`config.mk`:
```
export PLATFORM = sky130hd
export DESIGN_NAME = seq_detect_param_flat
export DESIGN_NICKNAME = d
export VERILOG_FILES = /design/src/rtl/seq_detect_param_pkg.sv /design/src/rtl/seq_detect_param_if.sv /design/src/rtl/seq_detect_param_sat_counter.sv /design/src/rtl/seq_detect_param.sv /design/src/flat_wrapper.sv
export SDC_FILE = /design/constraint.sdc
export NUM_CORES = 1
export LEC_CHECK = 0
export BUFFER_PORTS_ARGS = -buffer_cell sky130_fd_sc_hd__buf_4
export CAP_MARGIN = 20
export CORE_AREA = 5 5 58 81
export DETAILED_ROUTE_END_ITERATION = 10
export DIE_AREA = 0 0 63 86
export PLACE_DENSITY = 0.73
export SLEW_MARGIN = 20
export SYNTH_ARGS = -nofsm -noshare
export SYNTH_HDL_FRONTEND = slang
export SYNTH_SLANG_ARGS = --single-unit
```
`constraint.sdc`:
```
create_clock -name clk -period 5.4 [get_ports clk]
set_input_delay 1.08 -clock clk [delete_from_list [all_inputs] [get_ports clk]]
set_output_delay 1.08 -clock clk [all_outputs]
set_load 0.1 [all_outputs]
```
`src/rtl/seq_detect_param_pkg.sv`:
```
// rtl/seq_detect_param_pkg.sv - shared defaults and width helper for seq_detect_param
package seq_detect_pkg;

  localparam logic [7:0] DEF_PAT = 8'b0001_0101;
  localparam int         DEF_LEN = 5;
  localparam bit         DEF_OVL = 1'b0;

  // Bits needed to hold a length in 0..pat_w inclusive.
  function automatic int LEN_W(input int pat_w);
    return $clog2(pat_w + 1);
  endfunction

endpackage

```
`src/rtl/seq_detect_param_if.sv`:
```
// rtl/seq_detect_param_if.sv - stream, config and result bundle (SEQ_DETECT_STICKY_EN adds match_sticky)
interface seq_detect_param_if #(
  parameter int PAT_W = 8,
  parameter int CNT_W = 8
);
  localparam int LW = seq_detect_pkg::LEN_W(PAT_W);

  logic             in_valid;
  logic             in_bit;
  logic             cfg_load;
  logic [PAT_W-1:0] cfg_pattern;
  logic [LW-1:0]    cfg_len;
  logic             cfg_overlap;
  logic             count_clr;
  logic             match;
  logic [CNT_W-1:0] match_count;
`ifdef SEQ_DETECT_STICKY_EN
  logic             match_sticky;
`endif

  modport master (
    output in_valid, in_bit, cfg_load, cfg_pattern, cfg_len, cfg_overlap, count_clr,
`ifdef SEQ_DETECT_STICKY_EN
    input  match_sticky,
`endif
    input  match, match_count
  );

  modport slave (
    input  in_valid, in_bit, cfg_load, cfg_pattern, cfg_len, cfg_overlap, count_clr,
`ifdef SEQ_DETECT_STICKY_EN
    output match_sticky,
`endif
    output match, match_count
  );

endinterface

```
`src/rtl/seq_detect_param_sat_counter.sv`:
```
// rtl/seq_detect_param_sat_counter.sv - saturating up counter with clear
module sat_counter #(
  parameter int W = 8
) (
  input  logic         clk,
  input  logic         reset,
  input  logic         inc,
  input  logic         clr,
  output logic [W-1:0] count
);

  // A clear coinciding with an increment leaves the counter at 1.
  always_ff @(posedge clk or posedge reset) begin
    if (reset) begin
      count <= '0;
    end else if (clr) begin
      count <= W'(inc);
    end else if (inc && (count != {W{1'b1}})) begin
      count <= count + W'(1);
    end
  end

endmodule

```
`src/rtl/seq_detect_param.sv`:
```
// rtl/seq_detect_param.sv - runtime-configurable serial pattern detector (optional SEQ_DETECT_STICKY_EN)
module seq_detect_param
  import seq_detect_pkg::*;
#(
  parameter int               PAT_W   = 8,
  parameter int               CNT_W   = 8,
  parameter logic [PAT_W-1:0] DEF_PAT = PAT_W'(seq_detect_pkg::DEF_PAT),
  parameter int               DEF_LEN = seq_detect_pkg::DEF_LEN,
  parameter bit               DEF_OVL = seq_detect_pkg::DEF_OVL
) (
  input  logic                clk,
  input  logic                reset,
  seq_detect_param_if.slave   bus
);

  localparam int LW = LEN_W(PAT_W);

  logic [PAT_W-1:0] pattern;
  logic [LW-1:0]    len;
  logic             overlap;
  logic [PAT_W-2:0] sr;
  logic [LW-1:0]    fill;
  logic             match_q;

  logic [PAT_W-1:0] sr_n;
  logic [LW-1:0]    fill_n;
  logic [PAT_W-1:0] mask;
  logic [LW-1:0]    len_ld;
  logic             hit;

  // The oldest history bit is only ever needed for the current compare, so sr keeps PAT_W-1 bits.
  always_comb begin
    sr_n   = {sr, bus.in_bit};
    fill_n = (fill == LW'(PAT_W)) ? fill : fill + LW'(1);
    mask   = ~({PAT_W{1'b1}} << len);
    hit    = (len != '0) && (fill_n >= len) && (((sr_n ^ pattern) & mask) == '0);
    len_ld = (bus.cfg_len > LW'(PAT_W)) ? LW'(PAT_W) : bus.cfg_len;
  end

  always_ff @(posedge clk or posedge reset) begin
    if (reset) begin
      pattern <= DEF_PAT;
      len     <= LW'(DEF_LEN);
      overlap <= DEF_OVL;
      sr      <= '0;
      fill    <= '0;
      match_q <= 1'b0;
    end else if (bus.cfg_load) begin
      pattern <= bus.cfg_pattern;
      len     <= len_ld;
      overlap <= bus.cfg_overlap;
      sr      <= '0;
      fill    <= '0;
      match_q <= 1'b0;
    end else if (bus.in_valid) begin
      sr      <= sr_n[PAT_W-2:0];
      fill    <= (hit && !overlap) ? '0 : fill_n;
      match_q <= hit;
    end else begin
      match_q <= 1'b0;
    end
  end

  assign bus.match = match_q;

  sat_counter #(.W(CNT_W)) u_cnt (
    .clk   (clk),
    .reset (reset),
    .inc   (match_q),
    .clr   (bus.count_clr),
    .count (bus.match_count)
  );

`ifdef SEQ_DETECT_STICKY_EN
  logic sticky_q;

  always_ff @(posedge clk or posedge reset) begin
    if (reset) begin
      sticky_q <= 1'b0;
    end else if (bus.cfg_load) begin
      sticky_q <= 1'b0;
    end else if (bus.in_valid && hit) begin
      sticky_q <= 1'b1;
    end else if (bus.count_clr) begin
      sticky_q <= 1'b0;
    end
  end

  assign bus.match_sticky = sticky_q;
`endif

endmodule
```
`src/flat_wrapper.sv`:
```
// flat-port wrapper written by rule: the top's interface ports become plain ports
module seq_detect_param_flat import seq_detect_pkg::*;
#(
  parameter int               PAT_W   = 8,
  parameter int               CNT_W   = 8,
  parameter logic [PAT_W-1:0] DEF_PAT = PAT_W'(seq_detect_pkg::DEF_PAT),
  parameter int               DEF_LEN = seq_detect_pkg::DEF_LEN,
  parameter bit               DEF_OVL = seq_detect_pkg::DEF_OVL
)
  (clk, reset, bus_in_valid, bus_in_bit, bus_cfg_load, bus_cfg_pattern, bus_cfg_len, bus_cfg_overlap, bus_count_clr, bus_match, bus_match_count);
  seq_detect_param_if #(.PAT_W(PAT_W), .CNT_W(CNT_W)) bus_i ();
  input  logic clk;
  input  logic reset;
  input wire logic [$bits(bus_i.in_valid)-1:0] bus_in_valid;
  input wire logic [$bits(bus_i.in_bit)-1:0] bus_in_bit;
  input wire logic [$bits(bus_i.cfg_load)-1:0] bus_cfg_load;
  input wire logic [$bits(bus_i.cfg_pattern)-1:0] bus_cfg_pattern;
  input wire logic [$bits(bus_i.cfg_len)-1:0] bus_cfg_len;
  input wire logic [$bits(bus_i.cfg_overlap)-1:0] bus_cfg_overlap;
  input wire logic [$bits(bus_i.count_clr)-1:0] bus_count_clr;
  output wire logic [$bits(bus_i.match)-1:0] bus_match;
  output wire logic [$bits(bus_i.match_count)-1:0] bus_match_count;
  assign bus_i.in_valid = bus_in_valid;
  assign bus_i.in_bit = bus_in_bit;
  assign bus_i.cfg_load = bus_cfg_load;
  assign bus_i.cfg_pattern = bus_cfg_pattern;
  assign bus_i.cfg_len = bus_cfg_len;
  assign bus_i.cfg_overlap = bus_cfg_overlap;
  assign bus_i.count_clr = bus_count_clr;
  assign bus_match = bus_i.match;
  assign bus_match_count = bus_i.match_count;
  seq_detect_param #(.PAT_W(PAT_W), .CNT_W(CNT_W), .DEF_PAT(DEF_PAT), .DEF_LEN(DEF_LEN), .DEF_OVL(DEF_OVL)) u_core (.clk(clk), .reset(reset), .bus(bus_i));
endmodule
```
==> results.md, run 1 <==
- Status: completed
- Switching share of total power: 24.08%
- Crit-path cells: inv_1, ha_1, nand2_1, nor2_1, xnor2_1, ha_1, nand2b_1, a2111oi_0, a2111oi_1, nand3b_1, a32o_1
- Hold-fix buffers, CTS: 0
- Initial antenna violation count: 0
- Startpoint types: flop
- Mux share of post-synthesis cell area: a little over a tenth
- Clock power share: 35.5%
- Fill cells: around 340
- Critical path class: reg -> reg
- Setup repair bufs after CTS: 0
- Area delta synth->final: 19.20%
- Later-pin clock latency in the skew report: ~0.28 ns
- CP delay by family, top: compound AO/OA/AOI/OAI gates
- Pins Over Slew Limit: 0
- GR Util All Layers: 12.70%
- Synthesized cell area: roughly 1700 um^2
- Core Region: about 3900 um^2
- DR WL/cell: roughly 14 um
- Worst vdd ir: 0.0002033 V
- Worst slew pin tran: 0.4510 ns
- Post-synthesis instance total: ~160
- Synth Area in Compound Gates: 10.16%
- Part of the power in registers: between 50% and 60%
- Total number of vias: approximately 1300
- Multi-input logic area: 792.0 um^2
- Root Buffer: clkbuf_8
- Setup TNS: 0 ns
- Synth Register Bits: 33
- Worst endpoint data arrival time: around 2.7 ns
- Sequential cell area fraction in the yosys report: 49.30%
- Buf/Inv on CP: 1
- Slowest CP cell: a2111oi_1
- P_int: about 400 uW
- Count leader, synth: dfrtp_1
- Placed wire-length estimate: approximately 2500 um
- First-pass GRT wire length: 5554 um
- XOR/XNOR Fraction of Synth Area: under 10%
- Syn Area/Cell: 10.75 um^2
- Top cells by count, synth: dfrtp_1, nor2_1
- Final Skew: approximately 0.0063 ns
- Net switching power: about 130 uW
- Final net count: 212
- CTS H-tree lvls: 2
- Cell Area, Placed: just under 2000 um^2
- RSZ-0062 raised after global routing: false
- Synth Net Count: 183
- # IOs: 28
- GPL Wtd Cong: between 0.8 and 0.9
- Final Hold Fails: 0
- Netlist cell types: 37
- Crit Path Max Fanout: 4
- Synth area leader: dfrtp_1
- DRT Pass-1 Iters: 4
- Synth top area share: between 40% and 50%
- Power Density: ~260 nW/um^2
- Total gr overflow: 0
- Ys flop type: dfrtp_1
- Hold Crit Class: reg -> reg
- Ant. Diodes: 0
- Syn. warnings: 0
- Post-Synth Simple-Gate Area: 13.57%
- DIE AREA: roughly 5400 um^2
- Post-route cell area: ~2000 um^2
- Initial Util: 43.45%
- Final Critical Period: 2.493 ns
- Adder-cell share of the synthesized area: about 5.2%
- Tcrit/Tclk final: between 40% and 50%
- Port Buf Inserts: 27
- Max Clk Rate: approximately 400 MHz
- CTS tree: built
- Pwr Total: roughly 530 uW
- Most used cell, CP: ha_1
- Crit. End Element: flop
- Largest family of logic cells by synthesized area: simple AND/OR/NAND/NOR gates
- Iteration-0 DRC Markers: 36
- Synth top area cells: dfrtp_1, dfstp_2, mux2_2, ha_1, mux2i_1
- Max cap viols: 0
- Largest net degree at the start of global routing: 34
- FFs w/ async S/R, synth: 100.0%
- Leak: just over 0.0009 uW
- Die width: 63 um
- Post-cts gate resize count: 0
- Cts bufs inserted: 5
- DRC viols: 0
- Logic pwr share: approximately 12%
- Drt total wl: about 3200 um
- Vias in the first global route: 1334
- Setup-failing EPs final: 0
- DRT antenna net count: 0
- Req. time, crit path: ~5.6 ns
- Clock Path Buffers: 2
- Largest stage delay, worst path: ~0.46 ns
- CTS sink cnt: 33
- Reg clk slew, reported paths: ~0.060 ns
- Share of cells above drive strength 1: between 20% and 30%
- Via density: ~5.5
- Post-synth EDFFs: 0
- Slew headroom: a little over two thirds
- Storage element area: about 830 um^2
- FP Rows: 27
- DIE HEIGHT: roughly 86 um
## metal layers
layer / GRT usage [%] / up-vias / share of wire (%)
met2: 24.37 / 28 / 55
met1: 12.19 / 623 / 38
li1: - / 614 / -
met4: 5.212 / 0 / 2.1
met5: 0 / - / 0
met3: 3.932 / 9 / 5.4
## state kept, by name, indices dropped and copies added (netlist names)
name                flops
u_core.fill             4
u_core.pattern          8
u_core.sr               7
u_core.bus.match        1
u_core.overlap          1
u_core.u_cnt.count      8
u_core.len              4
## worst paths after layout
path	start	endpoint	slack (ns)	depth (start not counted)
max in group asynchronous	reset	u_core.pattern[0]	4.19	3
worst min-delay path	u_core.overlap	u_core.overlap	0.52	1
worst max-delay path	u_core.fill[0]	u_core.fill[1]	2.91	11
worst min register to register	u_core.overlap	u_core.overlap	0.52	1
min in group asynchronous	reset	u_core.pattern[6]	0.88	3
worst max register to register	u_core.fill[0]	u_core.fill[1]	2.91	11
## power groups by stage
stage	combinational [uW]	sequential [uW]	clock, uW
CTS	66.9	274	192
finish	65.4	274	187
floorplan	46.8	276	0
global route	74.2	276	204
global placement	65.1	278	0
detailed placement	66.7	279	0
## through the flow
| stage | instances | worst slack (ns) | util, % | hold WS (ns) |
|---|---|---|---|---|
| after global placement | 222 | 3.036 | 49.47 | 0.5088 |
| after detailed placement | 222 | 2.893 | 49.47 | 0.5201 |
| after CTS | 230 | 2.883 | 51.79 | 0.5296 |
| final | 230 | 2.907 | 51.79 | 0.5247 |
| after global routing | 230 | 2.597 | 51.79 | 0.5497 |
| after floorplan | 157 | 3.164 | - | 0.4714 |
## cells by family after synthesis
family                   Yosys count
AO/OA/AOI/OAI                     25
AND/OR/NAND/NOR                   46
buffers and inverters             15
multiplexers                      17
flip-flops                        33
XOR/XNOR                          14
adder cells (fa/ha/maj)            7
## cell usage in the layout, fill, tap and decap left out, types with 6 or more instances in the layout
master    netlist  layout
buf_4           0      28
clkbuf_8        0       6
dfrtp_1        28      28
ha_1            7       7
inv_1           9       9
mux2_2          9       9
mux2i_1         8       8
nand2_1         7       7
nor2_1         17      17
o21ai_0         9       9
xnor2_1         9       9
## layout make-up
class / count / area share [%]
flip-flops and latches: 33 / 41.36
clock buffers: 8 / 4.478
well taps: 43 / 2.674
inverters: 9 / 1.679
repair buffers: 28 / 10.45
multi-input cells: 109 / 39.37
## worst reg2reg max path, delay by kind of cell (launching register included)
| kind | cells | cell delay, ns |
|---|---|---|
| simple gates | 4 | 0.49 |
| buf+inv | 1 | 0.11 |
| xor+xnor | 1 | 0.10 |
| flops | 1 | 0.42 |
| fa+ha+maj | 2 | 0.42 |
| compound gates | 3 | 0.85 |
(Power assumes the default switching activity.)
==> run 2: changes to the inputs <==
Settings changed: ABC_AREA from default to 1, CORE_AREA 5 5 58 81 to 5 5 60 83, DIE_AREA 0 0 63 86 to 0 0 65 88.
Clock period 5.4 ns to 2.5 ns, I/O delays scaled along.
==> run 2 against run 1 <==
  * First-iteration DRC count rose by 81%
  * Combinational power rose by 140%
  * Synthesized area rose by 7.0%
  * Register-to-register slack got worse by 2.3 ns
  * Sequential cell count did not move
  * Clock skew fell by 0.0027 ns
  * Largest power group unchanged
==> results.md, run 2 <==
- Startpoint types: flop
- Synth Net Count: 265 (+45%)
- Worst slew pin tran: 0.4362 ns (-0.01483 ns)
- Top cells by count, synth: nand2_1, inv_1, dfrtp_1, nor2_1, o21ai_0
- Largest regs: u_core.pattern: 8 flops, u_core.u_cnt.count: 8 flops, u_core.sr: 7 flops
- CP delay by family, top: simple AND/OR/NAND/NOR gates
- Share of cells above drive strength 1: 17.65% (-9.1 points)
- # IOs: 28 (unchanged)
- Reg clk slew, reported paths: 0.07 ns (about the same)
- Final Critical Period: 1.935 ns (-0.5583 ns)
- Crit-path cells: inv_1, ha_1, nand2_1, nand3_1, o21ai_0, ha_1, nand2_1, inv_1, nand3_1, nand3_1, nand2_1, inv_1, nand3_1, nand2_1, nand2_1
- Commonest non-fill, non-tap cell in the layout: nand2_1
- DRT Pass-1 Iters: 4 (unchanged)
- Crit. End Element: flop
- First-pass GRT wire length: 6196 um (+12%)
- Synthesized cell area: 1807 um^2 (+7.0%)
- Clock power share: 34.4% (-1.1 points)
- Crit. path cell count: 15 (+4)
- Area delta synth->final: 18.70%
- Worst vdd ir: 0.0003358 V (+65%)
- Power Density: 524.5 nW/um^2 (+100%)
- Synth area leader: dfrtp_1
- P_int: 819.6 uW (+110%)
- Setup TNS: 0 ns (unchanged)
- Worst endpoint data arrival time: 2.12 ns (-0.54 ns)
- Port Buf Inserts: 27 (unchanged)
- Most frequent cells in the layout: nand2_1, inv_1, buf_4, dfrtp_1, nor2_1
- Die width: 65 um (+3.2%)
- Setup repair bufs after CTS: 0 (unchanged)
- Hold Crit Class: in -> async
- Initial antenna violation count: 0 (unchanged)
- Switching share of total power: 27.13% (+3.1 points)
- CTS sink cnt: 33 (unchanged)
- Core Region: 4169 um^2 (+7.3%)
- Synth top area share: 38.78% (-2.7 points)
- Ys flop type: dfrtp_1
- Later-pin clock latency in the skew report: 0.29 ns (about the same)
- Post-cts gate resize count: 0 (unchanged)
- Largest stage delay, worst path: 0.44 ns (-0.02 ns)
- GR Util All Layers: 14.19% (+1.5 points)
- FP Rows: 28 (+3.7%)
- Netlist cell types: 24 (-35%)
- Buf/Inv on CP: 3 (+2)
- DRT antenna net count: 0 (unchanged)
- Max Clk Rate: 516.8 MHz (+29%)
- Status: completed
- Synth top area cells: dfrtp_1, nand2_1, inv_1, dfstp_2, ha_1
- Cell Area, Placed: 2062 um^2 (+7.3%)
- Initial Util: 43.34% (-0.11 points)
- Clock Path Buffers: 2 (unchanged)
- Fill cells: 411 (+20%)
- Setup-failing EPs final: 0 (unchanged)
- Worst reg2reg path depth: 15 (+4)
- Crit Path Max Fanout: 5 (+1)
- Via density: 4.991 (-9.9%)
- Placed wire-length estimate: 2752 um (+12%)
- Most used cell, CP: nand2_1
- DIE AREA: 5720 um^2 (+5.6%)
- Final net count: 297 (+40%)
- Slew headroom: 70.85% (+0.98 points)
- Synth Register Bits: 33 (unchanged)
- Final Skew: 0.003517 ns (-0.002735 ns)
- Post-synthesis instance total: 239 (+52%)
- Drt total wl: 3546 um (+9.2%)
- Cts bufs inserted: 5 (unchanged)
- CTS tree: built
- RSZ-0062 raised after global routing: false
- DR WL/cell: 11.19 um (-21%)
- Syn. warnings: 0 (unchanged)
- Hold-fix buffers, CTS: 0 (unchanged)
- Tcrit/Tclk final: 77.40% (+31 points)
- Leak: 0.001152 uW (+25%)
- Count leader, synth: nand2_1
- Post-route cell area: 2145 um^2 (+6.6%)
- CTS H-tree lvls: 2 (unchanged)
- Logic pwr share: 14.0% (+1.6 points)
- DRC viols: 0 (unchanged)
- Post-synth EDFFs: 0 (unchanged)
- Iteration-0 DRC Markers: 65 (+81%)
- Vias in the first global route: 1442 (+8.1%)
- Ant. Diodes: 0 (unchanged)
- FFs w/ async S/R, synth: 100.0% (unchanged)
- Critical path class: reg -> reg
- Sequential cell area fraction in the yosys report: 46.05% (-3.2 points)
- Syn Area/Cell: 7.560 um^2 (-30%)
- Largest net degree at the start of global routing: 34 (unchanged)
- Total number of vias: 1582 (+24%)
- Total gr overflow: 0 (unchanged)
- Slowest CP cell: dfrtp_1
- Pins Over Slew Limit: 0 (unchanged)
- Final Hold Fails: 0 (unchanged)
- Req. time, crit path: 2.68 ns (-2.89 ns)
- Root Buffer: clkbuf_8
- Min Hold Slack: 0.2908 ns (-0.2339 ns)
- GPL Wtd Cong: 0.8261 (+1.3%)
- DIE HEIGHT: 88 um (+2.3%)
- Net switching power: 305.2 uW (+140%)
- Part of the power in registers: 51.7% (-0.4 points)
- Flop-to-flop setup slack: 0.56 ns (-2.34 ns)
- Max cap viols: 0 (unchanged)
-- run 2: layout make-up --
type | instances | area, um^2 | area share, %
clock buffers | 6 | 72.57 | 3.384
repair buffers | 28 | 210.2 | 9.802
well taps | 45 | 56.30 | 2.625
multi-input cells | 163 | 810.8 | 37.81
flip-flops and latches | 33 | 832.0 | 38.80
clock inverters | 2 | 10.01 | 0.4667
inverters | 40 | 152.6 | 7.118
-- run 2: power by group through the flow --
stage          logic [uW]  clock network (uW)  registers (uW)
5_1_grt               184                 423             584
3_5_place_dp          160                   0             591
3_3_place_gp          157                   0             589
4_1_cts               161                 399             581
6_report              157                 387             581
2_1_floorplan         107                   0             589
-- run 2: per-stage QoR --
step	std cells	util, %	total power [uW]	setup slack, ns
detailed placement	309	49.46	750.4	0.5679
floorplan	239	-	695.8	0.3275
CTS	317	51.44	1141	0.5512
global route	317	51.44	1192	0.3215
global placement	309	49.46	746.5	0.6441
finish	317	51.44	1125	0.5649
-- run 2: path summary, 6_finish.rpt --
path	end	from
worst max register to register	u_core.fill[2]	u_core.fill[0]
worst min-delay path	u_core.fill[1]	reset
max in group asynchronous	u_core.len[2]	reset
worst max-delay path	u_core.fill[2]	u_core.fill[0]
worst min register to register	u_core.pattern[4]	u_core.pattern[4]
min in group clk	u_core.pattern[5]	bus_cfg_pattern[5]
-- run 2: worst min-delay path: cells and delay by family --
family / cells / cell delay (ns)
buf+inv: 3 / 0.50
-- run 2: metal layers --
metal / part of all wire, % / up-vias / global-route usage, %
li1: - / 807 / -
met1: 41 / 734 / 15.86
met2: 51 / 35 / 24.95
met3: 5.7 / 6 / 4.365
met4: 1.9 / 0 / 5.769
met5: 0 / - / 0
-- run 2: cell families (layout without fill, tap and decap cells) --
kind of cell,Yosys count,after routing,share of synthesized area (%)
compound gates,29,29,8.865
buf+inv,43,76,9.072
xor+xnor,5,5,2.424
fa+ha+maj,7,7,4.847
simple gates,122,122,28.74
flops,33,33,46.05
